===== src/rtl/aes256_pkg.sv =====
// aes256_pkg: shared AES-256 datapath widths and word/block FSM encoding
package aes256_pkg;
    localparam int WSIZE  = 32;
    localparam int BSIZE  = 128;
    localparam int NWORDS = BSIZE / WSIZE;
    typedef enum logic {IDLE = 1'b0, EMIT = 1'b1} wb_state_t;
endpackage


===== src/rtl/block_to_word_disassembler.sv =====
// block_to_word_disassembler: splits 128-bit result blocks into 32-bit words, MS word first
//   clock/reset              : clock, async active-high reset
//   block_in/block_in_ready  : head and not-empty of the output block FIFO
//   pull_block               : pop strobe; block_in captured on the same edge
//   word_out/word_out_valid  : word and write enable to the output word FIFO
//   word_out_hold            : output word FIFO full
//   busy                     : a captured block still has unsent words
module block_to_word_disassembler
    import aes256_pkg::*;
#(
    parameter int WSIZE = aes256_pkg::WSIZE,
    parameter int BSIZE = aes256_pkg::BSIZE
) (
    input  logic             clock,
    input  logic             reset,
    input  logic [BSIZE-1:0] block_in,
    input  logic             block_in_ready,
    output logic             pull_block,
    output logic [WSIZE-1:0] word_out,
    output logic             word_out_valid,
    input  logic             word_out_hold,
    output logic             busy
);
    localparam int NW = BSIZE / WSIZE;
    localparam int CW = NW > 1 ? $clog2(NW) : 1;

    if (BSIZE % WSIZE != 0) begin : g_bad_size
        $error("BSIZE must be an integer multiple of WSIZE");
    end

    wb_state_t        state;
    logic [BSIZE-1:0] buffer;
    logic [CW-1:0]    count;
    logic             last;

    assign last           = count == CW'(NW - 1);
    assign busy           = state == EMIT;
    assign word_out       = buffer[BSIZE-1 -: WSIZE];
    assign word_out_valid = busy && !word_out_hold;
    // Refill either from IDLE or in the same cycle the last word leaves, so blocks stream without bubbles.
    assign pull_block     = !reset && block_in_ready && (busy ? last && !word_out_hold : 1'b1);

    always_ff @(posedge clock or posedge reset) begin
        if (reset) begin
            state  <= IDLE;
            buffer <= '0;
            count  <= '0;
        end else if (pull_block) begin
            state  <= EMIT;
            buffer <= block_in;
            count  <= '0;
        end else if (word_out_valid) begin
            state  <= last ? IDLE : EMIT;
            buffer <= buffer << WSIZE;
            count  <= last ? '0 : count + CW'(1);
        end
    end
endmodule


===== config.mk =====
export PLATFORM = sky130hd
export DESIGN_NAME = block_to_word_disassembler
export DESIGN_NICKNAME = d
export VERILOG_FILES = /design/src/rtl/aes256_pkg.sv /design/src/rtl/block_to_word_disassembler.sv
export SDC_FILE = /design/constraint.sdc
export NUM_CORES = 1
export LEC_CHECK = 0
export BUFFER_PORTS_ARGS = -buffer_cell sky130_fd_sc_hd__buf_2
export CAP_MARGIN = 15
export CORE_ASPECT_RATIO = 0.9
export CORE_UTILIZATION = 52
export DETAILED_ROUTE_END_ITERATION = 8
export MAX_ROUTING_LAYER = met4
export PLACE_DENSITY_LB_ADDON = 0.05
export SETUP_SLACK_MARGIN = 0.5
export SYNTH_ARGS = -nofsm -noshare
export SYNTH_HDL_FRONTEND = slang
export SYNTH_SLANG_ARGS = --single-unit

===== constraint.sdc =====
create_clock -name clock -period 8.6 [get_ports clock]
set_input_delay 0.86 -clock clock [delete_from_list [all_inputs] [get_ports clock]]
set_output_delay 0.86 -clock clock [all_outputs]
set_load 0.005 [all_outputs]

* Word level (Yosys, flattened, before mapping)
Index checks and enable logic that the tools add are counted.
** Storage, ports and cells
- Output and inout port bits :: 35
- Logic and storage cells :: 21
- Register bits :: 131
** Cells by class
- Eq/ne operators :: 1
- Add/sub/neg operators :: 1
- Reductions and logical operators :: 7
- Mux-type cells :: 9
** Operator list (count)
- $mux 128 :: 2
- $mux 2 :: 3
- $logic_and 1x1->1 :: 4
- $mux 1 :: 4
- $add 2x1->2 const B :: 1
- $eq 2x2->1 const B :: 1
- $logic_not 1->1 :: 2
- $reduce_bool 2->1 :: 1

* Depth between registers and ports, before layout
- Depth in word-level cells :: 5
- Mapped depth :: 7

* Least setup slack after synthesis
No wires, ideal clock.
- Kind :: input to output
- From :: in word_out_hold
- To :: out pull_block
- Cell stages on the path :: 5
- Setup slack :: 6.131 ns
- Buffers on the path :: 2
- Data arrival time :: 1.609 ns
- Cells stage by stage :: nand2b_1 > a21o_1 > buf_2 > buf_2 > inv_1
** On the way
- Cells in the longest elaborated chain, start to end :: 4
** Ends and longest elaborated chain
- from (decl) :: line block_to_word_disassembler.sv:21 : input logic word_out_hold,
- $logic_not 1->1 :: line block_to_word_disassembler.sv:41 : assign pull_block = !reset && block_in_ready && (busy ? last && !word_out_hold : 1'b1);
- $logic_and 1x1->1 :: line block_to_word_disassembler.sv:41
- $mux 1 :: line block_to_word_disassembler.sv:41
- $logic_and 1x1->1 :: line block_to_word_disassembler.sv:41
- to (decl) :: line block_to_word_disassembler.sv:18 : output logic pull_block,
Every way passes these cells.

* Worst setup path after layout
- From :: in word_out_hold
- To :: out word_out_valid
** On the way
- Cells in the longest elaborated chain, start to end :: 2
** Ends and longest elaborated chain
- $logic_not 1->1 :: line block_to_word_disassembler.sv:39 : assign word_out_valid = busy && !word_out_hold;
- $logic_and 1x1->1 :: line block_to_word_disassembler.sv:39
- to (decl) :: line block_to_word_disassembler.sv:20 : output logic word_out_valid,
Every way passes these cells.

==> reports/results.ini <==
[run_status]
outcome=finished clean

[placed_design]
dp_hpwl_mm=8.46
routabilityCongestion=0.735
dp_slack_ns=5.26
io_buffers=166
placed_area_sq_um=7350

[sta]
setup_viol=0
max_freq_ghz=0.300
min_period_over_period_pct=38.8
slew_violations=0
setup_tns_ns=0
final_hold_viol_count=0
worst_pin_slew_ns=0.924
rsz0062_at_grt=no
max_slew_margin_pct=38.4
fin_crit_ns=3.34
fin_ws_ns=5.26
clock_skew_ns=0.00900

[clocking]
cts_buffers=17
clock-sinks=131
postCtsSetupRepairBufs=0
cts-resized-gates=0
clk-insertion-delay-late_ns=0.42
cts-root-buf=clkbuf_16
clk_pin_slew_worst_paths_ns=0.06
cts_tree=built
htree_levels=4
cts.path.max_buffers=2
postCtsHoldBufs=0

[setup_path]
slowest_stage=buf_4
timing.rr.start=count[0]
ff2ff_setup_slack_ns=5.71
required_ns=7.74
path_delay_family=buffers and inverters
worstSetupStartpoint=word_out_hold
end_kind=primary output
critPathMaxFanout=33
cp_num_buf_inv=4
crit_chain=buf_2, nand2b_4, inv_2, buf_4, buf_2
start_kind=primary input
crit_top_cell=buf_2
cpPeakStageDelay_ns=0.45
critPathKind=primary input to primary output
critPathArrivalTime_ns=2.48

[floorplanning]
fp.dieH_microns=110
io_pins=167
die_w_microns=122
rows=38
die_area_sq_um=13400
core_area_sq_um=12300
initial_core_util_pct=54.4

[detailed_routing]
routedWlPerCell_microns=16.0
viasPerCell=4.99
drt_pre_antenna_iters=4
drt-initial-drc-count=170
postRouteAntennaNets=0
vias=3989
drcViolationCount=0
wl_mm=12.8

[power_and_ir_drop]
switching_share_pct=26.0
p_switching_mw=0.633
pwr-share-clk_pct=29.8
powerDensity_nw_per_um2=306
power.internal_mw=1.80
cellLeakagePower_nw=4.52
combPwrFrac_pct=31.0
vdd_drop_max_mv=0.200
seqPwrFrac_pct=39.2

[logic_synthesis]
synth_fp_nets=628
yosys.area_share.adder_pct=0.187
synth_top_family_by_area=multiplexers
synth_area_leaders=dfrtp_1 49%, mux2_2 23%, mux2_4 11%
synthCells=495
synth-compound-area-share_pct=0.261
synth_top_area_share_pct=48.9
ys_seq_area_share_pct=48.9
syn_area_sq_um=6700
syn_avg_cell_area_sq_um=13.5
synth-xor-area-share_pct=0
yosysTopAreaCell=dfrtp_1
synth_warnings=0
ys_seq_elements=131
muxShareOfSynthArea_pct=39.8
synthSimpleGateAreaFrac_pct=2.56
yosysUniqueCellTypes=18

[worst_hold_path]
hold_path.class=flip-flop to flip-flop
hp-start=buffer[7]

[final_layout]
fillers=965
nets=757
final_area_sq_um=7960
drive_above_1_share_pct=60.9
area_delta_synth_final_pct=18.7

[grt]
first_global_vias=4230
antenna_found_initial=2
grt_pass1_wl_mm=20.5
grt_overflow=0
grt_max_degree=81
grt.total_usage_pct=20.8

[flow_run]
max-cap-violations=0

[worst register-to-register path, cell delays in order, from the launching register on]
cell,delay [ns]
dfrtp_1,0.39
ha_1,0.21
nand2b_1,0.13
a21o_4,0.68
buf_4,0.93
mux2_2,0.44
[power groups by stage]
stage	Combinational, mW	Sequential, mW	Clock (mW)
floorplan	0.689	0.926	0
global placement	0.734	0.953	0
detailed placement	0.763	0.968	0
CTS	0.767	0.959	0.740
global route	0.827	0.984	0.761
finish	0.755	0.956	0.726
[worst paths after layout]
kind	to	depth (start not counted)
hold reg to reg	buffer[7]	2
hold / removal	buffer[7]	2
setup / recovery	word_out_valid	5
min in group asynchronous	buffer[119]	2
max in group asynchronous	buffer[118]	3
setup reg to reg	buffer[114]	5
[state kept, by name (all words and copies together) (netlist names)]
| signal | cells |
|---|---|
| count | 2 |
| buffer | 128 |
| busy | 1 |
[through the flow]
stage               total power [mW]  cells  util [%]  hold slack, ns
CTS                             2.47    797      64.6           0.524
global placement                1.69    765      59.7           0.509
detailed placement              1.73    765      59.7           0.517
floorplan                       1.61    495         -           0.499
global route                    2.57    799      64.6           0.550
finish                          2.44    799      64.6           0.521
[cell usage after synthesis]
| cell | number |
|---|---|
| dfrtp_1 | 131 |
| or3_1 | 1 |
| mux2_4 | 50 |
| ha_1 | 1 |
| buf_4 | 33 |
| a21o_1 | 1 |
| nand2_1 | 37 |
| mux2_1 | 4 |
| buf_6 | 7 |
| nand2b_1 | 2 |
| clkbuf_1 | 3 |
| nand2b_4 | 1 |
| mux2_2 | 138 |
| mux2i_1 | 32 |
| inv_1 | 34 |
| a21oi_1 | 2 |
| inv_2 | 1 |
| buf_2 | 17 |
[cells in the final DEF (no fill, tap or decap)]
cell type / instances
clkinv_2: 1
mux2_1: 4
buf_4: 4
buf_2: 166
clkbuf_1: 6
mux2_4: 50
clkbuf_8: 6
clkbuf_16: 17
diode_2: 2
mux2i_1: 32
mux2_2: 138
nand2_1: 37
a21o_4: 1
dfrtp_1: 131
nand2b_4: 1
ha_1: 1
inv_1: 33
nand2b_1: 2
bufinv_16: 2
inv_6: 1
inv_2: 1
a21oi_1: 2
or3_1: 1
[area by class of cell]
class,count,area [sq um],area share [%]
clock buffers,29,531,6.67
diodes,2,5.00,0.0629
inverters,35,136,1.71
repair buffers,170,861,10.8
flip-flops and latches,131,3280,41.2
well taps,160,200,2.52
clock inverters,3,65.1,0.818
multi-input cells,269,2880,36.2
[per-layer routing]
metal | GRT usage, % | share of wire [%] | vias to the layer above
li1 | - | - | 1906
met1 | 25.5 | 46 | 1956
met2 | 32.6 | 47 | 108
met3 | 5.86 | 5.5 | 19
met4 | 8.38 | 1.8 | 0
met5 | - | 0 | -
[cells by family (layout without fill, tap and decap cells)]
logic type,after synthesis,after routing
AND/OR/NAND/NOR,41,41
buffers and inverters,95,237
multiplexers,224,224
adder cells (fa/ha/maj),1,1
AO/OA/AOI/OAI,3,3
flip-flops,131,131
other,0,2
No activity file was read; power rests on OpenSTA's default activity.
